$ cat config.mk
export PLATFORM = sky130hd
export DESIGN_NAME = bg_pixel_shifter
export DESIGN_NICKNAME = d
export VERILOG_FILES = /design/src/rtl/bg_pixel_shifter_pkg.sv /design/src/rtl/bg_shift_pair.sv /design/src/rtl/bg_pixel_shifter.sv
export SDC_FILE = /design/constraint.sdc
export NUM_CORES = 1
export LEC_CHECK = 0
export BUFFER_PORTS_ARGS = -buffer_cell sky130_fd_sc_hd__buf_2
export CAP_MARGIN = 30
export CORE_MARGIN = 3
export CORE_UTILIZATION = 38
export DETAILED_ROUTE_END_ITERATION = 6
export SETUP_SLACK_MARGIN = 0.1
export SLEW_MARGIN = 15
export SYNTH_ARGS = -nofsm -noshare
export SYNTH_HDL_FRONTEND = slang
export SYNTH_HIERARCHICAL = 1
export SYNTH_SLANG_ARGS = --single-unit
$ cat constraint.sdc
create_clock -name clk -period 2.7 [get_ports clk]
set_input_delay 0.81 -clock clk [delete_from_list [all_inputs] [get_ports clk]]
set_output_delay 0.81 -clock clk [all_outputs]
set_load 0.1 [all_outputs]
$ cat src/rtl/bg_pixel_shifter_pkg.sv
// Shared PPU background-pipeline constants, state encoding and the fine-X tap helper.
package bg_pixel_shifter_pkg;

    typedef enum logic [1:0] {
        ST_IDLE     = 2'd0,
        ST_PREFETCH = 2'd1,
        ST_ACTIVE   = 2'd2
    } bg_state_e;

    localparam int TILE_W          = 8;
    localparam int PREFETCH_CYCLES = 16;
    localparam int PIX_W           = 2;

    // Bit of the 16-bit shifter that holds the pixel currently on screen.
    function automatic logic [3:0] fine_tap(input logic [2:0] fx);
        return 4'd15 - {1'b0, fx};
    endfunction

endpackage

$ cat src/rtl/bg_shift_pair.sv
// Bitplane shift register pair: two-tile window with byte load, pixel shift and fine-X tap.
module bg_shift_pair
    import bg_pixel_shifter_pkg::*;
(
    input  logic             clk,
    input  logic             rst,
    input  logic             load_pre,
    input  logic             shift,
    input  logic             load_low,
    input  logic [7:0]       pend0,
    input  logic [7:0]       pend1,
    input  logic [2:0]       fine_x,
    output logic [PIX_W-1:0] tap
);

    logic [15:0] sr0;
    logic [15:0] sr1;
    logic [3:0]  tap_idx;

    // Prefetch pushes whole bytes in; active shifts one pixel per clock and
    // refills the low byte on the last pixel of each tile.
    always_ff @(posedge clk or posedge rst) begin
        if (rst) begin
            sr0 <= '0;
            sr1 <= '0;
        end else if (load_pre) begin
            sr0 <= {sr0[7:0], pend0};
            sr1 <= {sr1[7:0], pend1};
        end else if (shift) begin
            if (load_low) begin
                sr0 <= {sr0[14:7], pend0};
                sr1 <= {sr1[14:7], pend1};
            end else begin
                sr0 <= {sr0[14:0], 1'b0};
                sr1 <= {sr1[14:0], 1'b0};
            end
        end
    end

    assign tap_idx = fine_tap(fine_x);
    assign tap     = {sr1[tap_idx], sr0[tap_idx]};

endmodule

$ cat src/rtl/bg_pixel_shifter.sv
// Background pixel shifter: fetches one scanline of tiles and emits 2-bit palette indices.
module bg_pixel_shifter
    import bg_pixel_shifter_pkg::*;
#(
    parameter int TILES_PER_LINE = 32
) (
    input  logic             clk,
    input  logic             rst,
    input  logic             line_start,
    input  logic [7:0]       scanline,
    input  logic [2:0]       fine_x,
    output logic [4:0]       nt_col,
    input  logic [7:0]       nt_tile,
    output logic [7:0]       tile_num,
    output logic [2:0]       yoffset,
    input  logic [7:0]       line0,
    input  logic [7:0]       line1,
    output logic             pixel_valid,
    output logic [PIX_W-1:0] pixel
);

    localparam int ACTIVE_CYCLES = TILE_W * TILES_PER_LINE;
    localparam int CW            = $clog2(ACTIVE_CYCLES);
    localparam logic [CW-1:0] PREFETCH_LAST = CW'(PREFETCH_CYCLES - 1);
    localparam logic [CW-1:0] ACTIVE_LAST   = CW'(ACTIVE_CYCLES - 1);

    bg_state_e        state;
    logic [CW-1:0]    cyc;
    logic [2:0]       sub;
    logic [2:0]       row;
    logic [2:0]       fx;
    logic [4:0]       col;
    logic [7:0]       pend0;
    logic [7:0]       pend1;
    logic             load_pre;
    logic             shift;
    logic             load_low;
    logic [PIX_W-1:0] tap;

    assign sub = cyc[2:0];

    // Active periods fetch two columns ahead; 5-bit wrap makes the last two reuse columns 0 and 1.
    always_comb begin
        col = 5'd0;
        case (state)
            ST_PREFETCH: col = {4'd0, cyc[3]};
            ST_ACTIVE:   col = 5'(cyc >> 3) + 5'd2;
            default:     col = 5'd0;
        endcase
    end

    assign nt_col = col;

    assign load_pre = (state == ST_PREFETCH) && (sub == 3'd7) && !line_start;
    assign shift    = (state == ST_ACTIVE) && !line_start;
    assign load_low = shift && (sub == 3'd7);

    // Sequencer, fetch slots and output register; line_start always restarts.
    always_ff @(posedge clk or posedge rst) begin
        if (rst) begin
            state       <= ST_IDLE;
            cyc         <= '0;
            row         <= '0;
            fx          <= '0;
            tile_num    <= '0;
            yoffset     <= '0;
            pend0       <= '0;
            pend1       <= '0;
            pixel_valid <= 1'b0;
            pixel       <= '0;
        end else if (line_start) begin
            state       <= ST_PREFETCH;
            cyc         <= '0;
            row         <= scanline[2:0];
            fx          <= fine_x;
            pixel_valid <= 1'b0;
            pixel       <= '0;
        end else begin
            pixel_valid <= (state == ST_ACTIVE);
            pixel       <= (state == ST_ACTIVE) ? tap : '0;
            if (state != ST_IDLE) begin
                if (sub == 3'd1) begin
                    tile_num <= nt_tile;
                    yoffset  <= row;
                end
                if (sub == 3'd3) begin
                    pend0 <= line0;
                    pend1 <= line1;
                end
            end
            case (state)
                ST_IDLE: begin
                    cyc <= '0;
                end
                ST_PREFETCH: begin
                    if (cyc == PREFETCH_LAST) begin
                        state <= ST_ACTIVE;
                        cyc   <= '0;
                    end else begin
                        cyc <= cyc + CW'(1);
                    end
                end
                ST_ACTIVE: begin
                    if (cyc == ACTIVE_LAST) begin
                        state <= ST_IDLE;
                        cyc   <= '0;
                    end else begin
                        cyc <= cyc + CW'(1);
                    end
                end
                default: begin
                    state <= ST_IDLE;
                    cyc   <= '0;
                end
            endcase
        end
    end

    bg_shift_pair u_shift_pair (
        .clk      (clk),
        .rst      (rst),
        .load_pre (load_pre),
        .shift    (shift),
        .load_low (load_low),
        .pend0    (pend0),
        .pend1    (pend1),
        .fine_x   (fx),
        .tap      (tap)
    );

endmodule
Word level (Yosys, flattened, before mapping)

Cells that the tools add are included.

Bits in registers: 78
Output and inout bits: 19
Logic and storage cells: 60

Bitwise operators: 1
$add $sub $neg: 3
Eq/ne operators: 10
$lt $le $gt $ge: 1
Multiplexer cells: 22
Reduce and logical (&&, ||, !) cells: 11

Operators with widths:

| operator                                                   | count |
|---|---|
| two-way mux 16 bit                                         | 4 |
| two-way mux 8 bit                                          | 5 |
| one-hot mux 8 bit (2 select lines)                         | 1 |
| two-way mux 2 bit                                          | 5 |
| one-hot mux 5 bit (2 select lines)                         | 1 |
| AND reduction 3 bit                                        | 3 |
| adder 8 x 1 -> 8 bit, second input constant                | 1 |
| binary-select mux 1 bit (select 4 bit)                     | 2 |
| == test 8 x 4 -> 1 bit, second input constant              | 1 |
| == test 8 bit, second input constant                       | 1 |
| inequality test 3 x 2 -> 1 bit, second input constant      | 2 |
| one-hot mux 2 bit (3 select lines)                         | 1 |
| adder 5 x 2 -> 5 bit, second input constant                | 1 |
| less-than comparator 4 x 5 -> 1 bit, second input constant | 1 |
| logical AND 1 bit                                          | 4 |
| nonzero test 2 bit                                         | 2 |
| subtractor 4 x 3 -> 4 bit, first input constant            | 1 |
| == test 3 x 1 -> 1 bit, second input constant              | 1 |
| == test 3 x 2 -> 1 bit, second input constant              | 1 |
| == test 3 bit, second input constant                       | 1 |
| two-way mux 1 bit                                          | 3 |
| == test 2 x 1 -> 1 bit, second input constant              | 1 |
| == test 2 bit, second input constant                       | 1 |
| logical NOT 2 bit                                          | 1 |
| other kinds (3)                                            | 3 |

Longest topological paths before layout

Gate-level depths: netlist of run 1.

Word-level depth: 6
Mapped depth: 9

By module

Netlist of run 1, hierarchy kept.

By module, submodules not included:

| module           | cells each | area each (um^2) | instances |
|---|---|---|---|
| bg_pixel_shifter | 153        | 2098.3           | 1 |
| bg_shift_pair    | 165        | 1689.1           | 1 |

Worst setup path before layout of run 1

No wires, ideal clock.

Kind: flip-flop to output port
Start: reg state[0]
End: out nt_col[3]
Arrival time: 2.068 ns
Buffers on the path: 0
Path slack: -0.178 ns
Required time: 1.890 ns
Stages on the path, launching flop included: 5
Cells stage by stage: dfrtp_1 -> inv_1 -> ha_1 -> nand2_1 -> nor2_1

Longest elaborated chain between the ends: 2
Elaborated cells between the ends (all ways): 3

Ends and longest elaborated chain:

| item                                                    | line                   | RTL |
|---|---|---|
| start, declared                                         | bg_pixel_shifter.sv:27 | `bg_state_e state;` |
| start signal, assigned                                  | bg_pixel_shifter.sv:61 | `state <= ST_IDLE;` |
| start signal, assigned                                  | bg_pixel_shifter.sv:72 | `state <= ST_PREFETCH;` |
| start signal, assigned                                  | bg_pixel_shifter.sv:97 | `state <= ST_ACTIVE;` |
| == test 2 bit or == test 2 x 1 -> 1 bit (tied branches) | bg_pixel_shifter.sv:45 | `case (state)` |
| one-hot mux 5 bit (2 select lines) (*)                  | bg_pixel_shifter.sv:45 |  |
| end, declared                                           | bg_pixel_shifter.sv:12 | `output logic [4:0] nt_col,` |

Every way passes the cells marked *; elsewhere a longest branch is shown, timed or not.

Worst setup path in the final report of run 1

Start: reg state[0]
End: out nt_col[1]

Same word-level chain as after synthesis.

==> results of run 1 <==
[synth_stat cells (2+ instances only)]
master	count	area share, %
a211oi_1	6	1.2
o21ai_0	32	4.2
nand2_1	19	1.9
nand3_1	2	0.26
clkbuf_1	11	1.1
xor2_1	2	0.46
or2_2	2	0.33
or3b_2	9	2.1
mux2i_1	16	4.2
a22o_1	2	0.46
dfrtp_1	78	52
or3_1	2	0.33
a221oi_1	3	0.69
and2_1	3	0.50
nor2_1	6	0.59
mux2_2	35	10
buf_2	6	0.79
inv_1	10	0.99
or3b_1	5	1.2
nand4_1	2	0.33
xnor2_1	3	0.69
buf_4	2	0.40
mux4_1	4	2.8
a31oi_1	14	2.3
nor3_1	15	2.0
ha_1	9	3.0
buf_6	2	0.59
[per-stage QoR]
stage	hold slack [ps]	power [W]	setup slack, ps
floorplan	462	0.00302	-178
finish	331	0.00429	223
global placement	480	0.00329	255
detailed placement	486	0.00333	215
global route	314	0.00454	102
CTS	319	0.00434	126
[metal layers]
metal	share of wire [%]	vias to the layer above	global-route usage [%]
met2	45	43	20.7
li1	-	1256	-
met4	2.0	0	5.37
met1	49	1256	20.3
met5	0	-	0
met3	3.1	13	3.37
[flip-flops by register name, indices dropped and copies added, names as in the netlist]
signal and cells:
pixel 2, tile_num 8, pend0 8, pend1 8
u_shift_pair/sr0 16, cyc 8, u_shift_pair/sr1 16, fx 3
state 2, pixel_valid 1, yoffset 3, row 3
[cell usage in the layout (no fill, tap or decap), drive strengths merged, types with 2 or more instances in the layout]
| cell | netlist | layout |
|---|---|---|
| mux2i | 16 | 16 |
| a211oi | 6 | 6 |
| or3 | 2 | 2 |
| ha | 9 | 9 |
| bufinv | 0 | 2 |
| dfrtp | 78 | 78 |
| xor2 | 2 | 2 |
| or2 | 2 | 2 |
| nand4 | 2 | 2 |
| o21ai | 33 | 33 |
| a31oi | 14 | 14 |
| mux4 | 4 | 4 |
| buf | 11 | 59 |
| clkinvlp | 0 | 2 |
| xnor2 | 3 | 3 |
| inv | 10 | 11 |
| nor2 | 6 | 6 |
| or3b | 14 | 14 |
| nand2 | 19 | 19 |
| clkbuf | 11 | 11 |
| mux2 | 35 | 35 |
| a22o | 2 | 2 |
| a221oi | 3 | 3 |
| nor3 | 15 | 15 |
| nand3 | 3 | 3 |
| and2 | 4 | 4 |
[where the power goes]
part	switching, W	internal [W]
clock network	0.000443	0.000550
logic	0.00105	0.000535
registers	0.000219	0.00149
total	0.00171	0.00257
[worst max-delay path: stages (launching register included)]
cell and delay [ps]:
dfrtp_1 410, inv_1 90, ha_1 280, inv_1 160, nor2_2 160, buf_6 230
[path summary, 6_finish.rpt]
check / from / endpoint / slack [ps] / depth (start not counted)
max: state[0] / nt_col[1] / 220 / 5
min: rst / cyc[0] / 330 / 2
max reg2reg: state[0] / u_shift_pair/sr1[4] / 470 / 7
min reg2reg: pend1[0] / u_shift_pair/sr1[0] / 500 / 1
max in group asynchronous: rst / state[1] / 1640 / 3
min in group clk: pend1[0] / u_shift_pair/sr1[0] / 500 / 1
[layout make-up]
| type | count | area [µm²] | share of cell area [%] |
|---|---|---|---|
| multi-input cells | 208 | 1710 | 38.6 |
| repair buffers | 60 | 339 | 7.66 |
| inverters | 10 | 37.5 | 0.847 |
| clock buffers | 10 | 138 | 3.11 |
| well taps | 129 | 161 | 3.64 |
| flip-flops and latches | 78 | 1950 | 44.1 |
| clock inverters | 6 | 92.6 | 2.09 |
[kinds of logic (layout without fill, tap and decap cells)]
| logic type | after synthesis | in the layout | share of synthesized area (%) |
|---|---|---|---|
| XOR/XNOR | 5 | 5 | 1.16 |
| flip-flops | 78 | 78 | 51.5 |
| multiplexers | 55 | 55 | 17.4 |
| AND/OR/NAND/NOR | 75 | 75 | 12.0 |
| buffers and inverters | 32 | 86 | 3.96 |
| AO/OA/AOI/OAI | 64 | 64 | 11.0 |
| adder cells (fa/ha/maj) | 9 | 9 | 2.97 |
[repair_timing]
| item | 4_1_cts | 5_1_grt |
|---|---|---|
| resized for setup | 4 | 2 |
| hold buffers | 0 | 0 |
| setup endpoints to repair | 4 | 2 |
==> flow_summary.ini, run 1 <==
[clock_network]
cts_root_buffer = clkbuf_8
clock_sinks = 78
cts_buffers = 9
clockBufferDepth = 2
cts_tree = built
cts_setup_buffers = 0
clkSlewWorstSetupHoldPaths_ps = 90
cts_max_level = 3
clkLatencyLatePin_ps = 350

[cells_and_area]
design_area_um2 = 4430
finalNonFillerCells = 501
area_growth_pct = 16.9
nets = 414
fillers = 904
fin_util_pct = 46.8
diodes = 0
drive_gt1_share_pct = 36.0

[route]
drt_first_pass_iters = 4
wl_per_cell_um = 14.7
drc_errors = 0
vias = 2568
postRouteAntennaNets = 0
wirelength_mm = 7.37
routed_via_density = 5.13
drt_iter0_drc = 113

[synth]
async_flop_share_pct = 100
synth_cells = 318
synth_flop_cell = dfrtp_1
synth_seq_cells = 78
synth_area_per_cell_um2 = 11.9
synth_cell_types = 45
synth_area_um2 = 3790
synth_nets = 365
synth_seq_area_share_pct = 51.5
synth-edff-count = 0
synth_warnings = 6

[timing]
period_needed_ps = 2480
worst_pin_slew_ps = 842
max_slew_margin_pct = 43.9
finClkSkew_ps = 10.8
setup_viol = 0
slew_violations = 0
rsz0062_at_grt = no
hold_viol = 0
max_freq_ghz = 0.404
fin_crit_sh_pct = 91.8
finalSetupTns_ps = 0

[die]
die_height_um = 106
rows = 35
initial_core_util_pct = 40.0
coreArea_um2 = 9460
io_pins = 57
die_x_um = 106
dieArea_um2 = 11200

[grt]
grt_start_max_net_pins = 43
grt_pass1_wl_mm = 12.8
grt_antenna_before_repair = 0
grt_pass1_vias = 2590
grt_util_all_layers_pct = 14.1
gr-total-overflow = 0

[placement]
port_buffers = 51
dp_hpwl_mm = 5.06
routabilityCongestion = 0.824
dp_cells = 485
dpl_cell_area_um2 = 4180

[power]
irDropWorstVdd_v = 0.000640
p_leak_nw = 1.97
power.density_nw_per_um2 = 968

[critical_path]
worstPathArrival_ps = 1670
end_kind = primary output
worst_ep_required_time_ps = 1890
critical_path_class = reg2out
cp_max_fo = 7
startpoint_type = flop

[job]
cap_violations = 0

[status]
status = complete, no violations

[hold_path]
hp-class = in2async
Note: power is estimated with default switching activity, not from simulation.
==> run 2: changes to the inputs <==
--- a/config.mk
+++ b/config.mk
@@ -10,6 +10,7 @@
 export CORE_MARGIN = 3
 export CORE_UTILIZATION = 38
 export DETAILED_ROUTE_END_ITERATION = 6
+export RECOVER_POWER = 50
 export SETUP_SLACK_MARGIN = 0.1
 export SLEW_MARGIN = 15
 export SYNTH_ARGS = -nofsm -noshare
==> run 2 against run 1 <==
Against the previous run: the run now ends with capacitance limit, slew limit left; cell area down 0.68%; register-to-register slack worse by 140 ps; sequential power about the same; total power shrank 0.54%; combinational power is essentially flat; final cell count is the same; via count grew 0.16%; fmax grew 0.29%; first-iteration DRC count up 11%; clock power hardly changed; die area is the same; setup slack better by 7.1 ps.
==> flow_summary.ini, run 2 (synthesis results as in run 1) <==
[status]
status = finished, violations left
violations = capacitance limit, slew limit

[route]
drt_first_pass_iters = 4
wirelength_mm = 7.39
wl_per_cell_um = 14.8
drc_errors = 0
postRouteAntennaNets = 0
vias = 2572
drt_iter0_drc = 125
routed_via_density = 5.13

[critical_path]
setup.reg_to_reg.worst_slack_ps = 330
r2r_cells = 4
worstPathArrival_ps = 1660
worst_ep_required_time_ps = 1890
startpoint_type = flop
crit_top_cell = inv_1
critical_path_class = reg2out
slowest_stage = dfrtp_1
max_stage_delay_ps = 410
cp_max_fo = 7
r2r_start = cyc[0]
timing.rr.end = cyc[5]
path_cells = inv_1 > ha_1 > inv_1 > nor2_2 > buf_6
end_kind = primary output

[cells_and_area]
finalNonFillerCells = 501
final_cell_mix = dfrtp_1, buf_2, mux2_2
fin_util_pct = 46.5
drive_gt1_share_pct = 34.7
final_common_cell = dfrtp_1
area_growth_pct = 16.2
diodes = 0
design_area_um2 = 4400
reg_top3 = u_shift_pair/sr0: 16 flops, u_shift_pair/sr1: 16 flops
nets = 414

[die]
rows = 35
initial_core_util_pct = 40.0
coreArea_um2 = 9460
die_x_um = 106
die_height_um = 106
dieArea_um2 = 11200
io_pins = 57

[placement]
dpl_cell_area_um2 = 4180
port_buffers = 51
dp_cells = 485
routabilityCongestion = 0.824
pre_cts_ws_ps = 215
dp_hpwl_mm = 5.06

[timing]
worst_pin_slew_ps = 1720
period_needed_ps = 2470
worst_slack_ps = 230
hold_viol = 0
max_freq_ghz = 0.405
setup_viol = 0
slew_violations = 33
max_slew_margin_pct = -14.8
holdWs_ps = 352
finClkSkew_ps = 10.8
rsz0062_at_grt = no
fin_crit_sh_pct = 91.5

[clock_network]
cts_max_level = 3
cts_buffers = 9
clkLatencyLatePin_ps = 350
clock_sinks = 78
clkSlewWorstSetupHoldPaths_ps = 90
cts_root_buffer = clkbuf_8
cts_tree = built
clockBufferDepth = 2

[grt]
gr-total-overflow = 0
grt_pass1_wl_mm = 12.8
grt_start_max_net_pins = 43
grt_antenna_before_repair = 0
grt_pass1_vias = 2590
grt_util_all_layers_pct = 14.1

[power]
irDropWorstVdd_v = 0.000638
power.density_nw_per_um2 = 970
p_leak_nw = 1.95

[hold_path]
hp-class = in2async

[job]
cap_violations = 1
==> run 2: critical path: cells and delay by family, from the launching register on <==
kind / cells / cell delay (ps)
buffers and inverters: 3 / 470
DFF: 1 / 410
adders and majority gates: 1 / 280
and+or+nand+nor: 1 / 150
==> run 2: per-stage QoR <==
step / total power [W] / setup TNS (ps)
final: 0.00427 / 0
after global placement: 0.00329 / 0
after floorplan: 0.00302 / -357
after global routing: 0.00451 / 0
after CTS: 0.00434 / 0
after detailed placement: 0.00333 / 0
==> run 2: how the worst max path moves through the flow <==
| stage | depth (start not counted) | start | endpoint | slack, ps |
|---|---|---|---|---|
| floorplan | 4 | state[0] | nt_col[3] | -180 |
| global placement | 5 | line_start | u_shift_pair/sr1[4] | 250 |
| detailed placement | 5 | line_start | u_shift_pair/sr0[1] | 220 |
| CTS | 4 | state[0] | nt_col[2] | 130 |
| global route | 5 | state[0] | nt_col[4] | 100 |
| finish | 5 | state[0] | nt_col[1] | 230 |
==> run 2: cell type report <==
class	instances	area, µm²
clock buffer	10	138
clock inverter	6	92.6
fill	909	5060
inverter	10	37.5
multi-input combinational	208	1690
sequential	78	1950
tap	129	161
timing repair buffer	60	328
==> run 2: per-layer routing <==
layer,wire [µm],track usage (%),part of all wire [%],vias up
met5,0,0,0,-
met4,141,5.37,1.9,0
met3,243,3.37,3.3,13
met2,3330,20.7,45,45
met1,3680,20.3,50,1255
li1,-,-,-,1259
==> run 2: repair_timing <==
item	4_1_cts	5_1_grt
hold buffers	0	0
endpoints found under the hold margin	0	0
setup buffers	0	0
gates resized for setup	4	2
setup endpoints to repair	4	2
==> run 2: power by group <==
part | switching [W] | total [W] | internal (W)
Sequential | 0.000220 | 0.00171 | 0.00149
Combinational | 0.00105 | 0.00156 | 0.000515
Clock | 0.000443 | 0.000993 | 0.000550
Total | 0.00171 | 0.00427 | 0.00255
==> run 3: changes to the inputs <==
--- a/config.mk
+++ b/config.mk
@@ -15,5 +15,4 @@
 export SLEW_MARGIN = 15
 export SYNTH_ARGS = -nofsm -noshare
 export SYNTH_HDL_FRONTEND = slang
-export SYNTH_HIERARCHICAL = 1
 export SYNTH_SLANG_ARGS = --single-unit
==> run 3 against run 2 <==
Against the previous run: synthesized area shrank 6.3%; highest routed layer unchanged; count of clock-buffer cells in the layout is the same; clock power shrank 15%; worst hold slack gained 140 ps; routed wire length shrank 12%; the run still ends with capacitance limit, slew limit left; largest power group unchanged; largest cell class unchanged.
==> flow_summary.ini, run 3 <==
[status]
status = finished, violations left
violations = capacitance limit, slew limit

[critical_path]
worstPathArrival_ps = 1660
critical_path_class = reg2out
cp_max_fo = 4
end_kind = primary output
worst_ep_required_time_ps = 1890
startpoint_type = flop

[timing]
slew_violations = 79
max_slew_margin_pct = -13.5
max_freq_ghz = 0.405
hold_viol = 0
period_needed_ps = 2470
setup_viol = 0
finClkSkew_ps = 6.67
rsz0062_at_grt = no
fin_crit_sh_pct = 91.5
worst_pin_slew_ps = 1700

[route]
vias = 2259
wl_per_cell_um = 14.2
drt_first_pass_iters = 4
routed_via_density = 4.93
drt_iter0_drc = 119
wirelength_mm = 6.49
postRouteAntennaNets = 0
drc_errors = 0

[die]
die_height_um = 103
dieArea_um2 = 10500
initial_core_util_pct = 39.9
die_x_um = 103
io_pins = 57
rows = 34
coreArea_um2 = 8890

[placement]
dpl_cell_area_um2 = 3940
dp_hpwl_mm = 4.38
port_buffers = 51
routabilityCongestion = 0.786

[grt]
gr-total-overflow = 0
grt_pass1_wl_mm = 11.2
grt_antenna_before_repair = 0
grt_util_all_layers_pct = 13.7
grt_pass1_vias = 2244
grt_start_max_net_pins = 79

[synth]
synth_area_um2 = 3550
synth_cells = 291
synth_simple_gate_area_share_pct = 8.71
synthMuxAreaShare_pct = 22.0
synth_top_family_by_area = multiplexers
synth_flop_cell = dfrtp_1
synth_cell_types = 33
synth_top_cell_area_share_pct = 55.0
yosysTopAreaCell = dfrtp_1
async_flop_share_pct = 100
synth_adder_area_share_pct = 3.17
synth-edff-count = 0
synth_seq_area_share_pct = 55.0
synth_area_per_cell_um2 = 12.2
synth_top_cells_by_area = dfrtp_1, mux2_2, mux2i_1, o21ai_0, nand2_1
synth_warnings = 0
synthTopCellsByCount = dfrtp_1, nand2_1, mux2_2, mux2i_1, o21ai_0
synth-xor-area-share_pct = 1.48
synth_compound_area_share_pct = 6.45
synth.most_common_cell = dfrtp_1
synth_seq_cells = 78
synth_nets = 338

[power]
irDropWorstVdd_v = 0.000817
p_switching_w = 0.00131
total_power_w = 0.00339
pwr-share-clk_pct = 25.0
seq_power_share_pct = 44.3
internal-power_w = 0.00209
power.density_nw_per_um2 = 823
p_leak_nw = 1.90
combPwrFrac_pct = 30.7
p_sw_share_pct = 38.5

[clock_network]
ctsResizeCount = 4
clkSlewWorstSetupHoldPaths_ps = 70
cts_root_buffer = clkbuf_8
holdBufCountCts = 0
clock_sinks = 78
cts_buffers = 9
cts_setup_buffers = 0
cts_tree = built
cts_max_level = 3
clockBufferDepth = 2
clkLatencyLatePin_ps = 350

[cells_and_area]
diodes = 0
drive_gt1_share_pct = 32.6
area_growth_pct = 16.1
reg_top3 = u_shift_pair.sr0: 16 flops, u_shift_pair.sr1: 16 flops
final_common_cell = dfrtp_1
fin_util_pct = 46.4
nets = 393
final_cell_mix = dfrtp_1, buf_2, nand2_1
fillers = 838
design_area_um2 = 4120

[hold_path]
hp-class = reg2reg

[job]
cap_violations = 1
==> run 3: cell count changes after synthesis, moves of 5 or more <==
cell | previous run | this run
a211oi_1 | 6 | 0
a31oi_1 | 14 | 0
clkbuf_1 | 11 | 4
mux2i_1 | 16 | 32
nand2_1 | 19 | 34
nor2_1 | 6 | 15
nor3_1 | 15 | 2
or3b_1 | 5 | 0
or3b_2 | 9 | 0
==> run 3: worst max-delay path, cell delays in order, from the launching register on <==
cell and delay [ps]:
dfrtp_1 380, inv_1 70, ha_1 340, nand2_1 110
nor2_1 120, buf_4 290
==> run 3: kinds of logic (layout without fill, tap and decap cells) <==
family | after synthesis | count (layout)
flops | 78 | 78
mux | 69 | 69
simple gates | 66 | 66
compound gates | 40 | 40
buf+inv | 23 | 82
fa+ha+maj | 9 | 9
xor+xnor | 6 | 6
==> run 3: final timing paths <==
| check | from | end | slack, ps | depth (start not counted) |
|---|---|---|---|---|
| setup / recovery | state[0] | nt_col[3] | 230 | 5 |
| hold / removal | cyc[0] | cyc[0] | 490 | 1 |
| setup reg to reg | state[0] | u_shift_pair.sr0[0] | 730 | 7 |
| hold reg to reg | cyc[0] | cyc[0] | 490 | 1 |
| max in group asynchronous | rst | u_shift_pair.sr0[9] | 600 | 3 |
| min in group asynchronous | rst | cyc[6] | 1070 | 3 |
==> run 3: area by class of cell <==
type | count | area, µm² | area share, %
tap | 108 | 135 | 3.28
inverter | 9 | 37.5 | 0.910
clock inverter | 5 | 50.0 | 1.21
multi-input combinational | 190 | 1500 | 36.4
sequential | 78 | 1950 | 47.3
timing repair buffer | 58 | 312 | 7.56
clock buffer | 10 | 138 | 3.34
==> run 3: power by group through the flow <==
| stage | combinational, W | sequential, W | clock (W) |
|---|---|---|---|
| after global placement | 0.00104 | 0.00152 | 0 |
| after floorplan | 0.000267 | 0.00212 | 0 |
| final | 0.00104 | 0.00150 | 0.000849 |
| after detailed placement | 0.00106 | 0.00153 | 0 |
| after CTS | 0.00106 | 0.00151 | 0.000887 |
| after global routing | 0.00110 | 0.00154 | 0.000944 |
==> run 3: metrics by stage <==
stage	setup slack, ps	setup TNS [ps]	hold WS, ps	std cells
2_1_floorplan	-170	-497	453	291
3_3_place_gp	472	0	472	443
3_5_place_dp	471	0	479	443
4_1_cts	117	0	495	458
5_1_grt	101	0	515	458
6_report	230	0	491	458
==> run 3: layer usage <==
metal	track usage [%]	up-vias	routed length (µm)
met4	7.27	0	132
met2	19.7	32	3010
met3	2.57	12	214
met5	0	-	0
met1	19.7	1095	3130
li1	-	1120	-
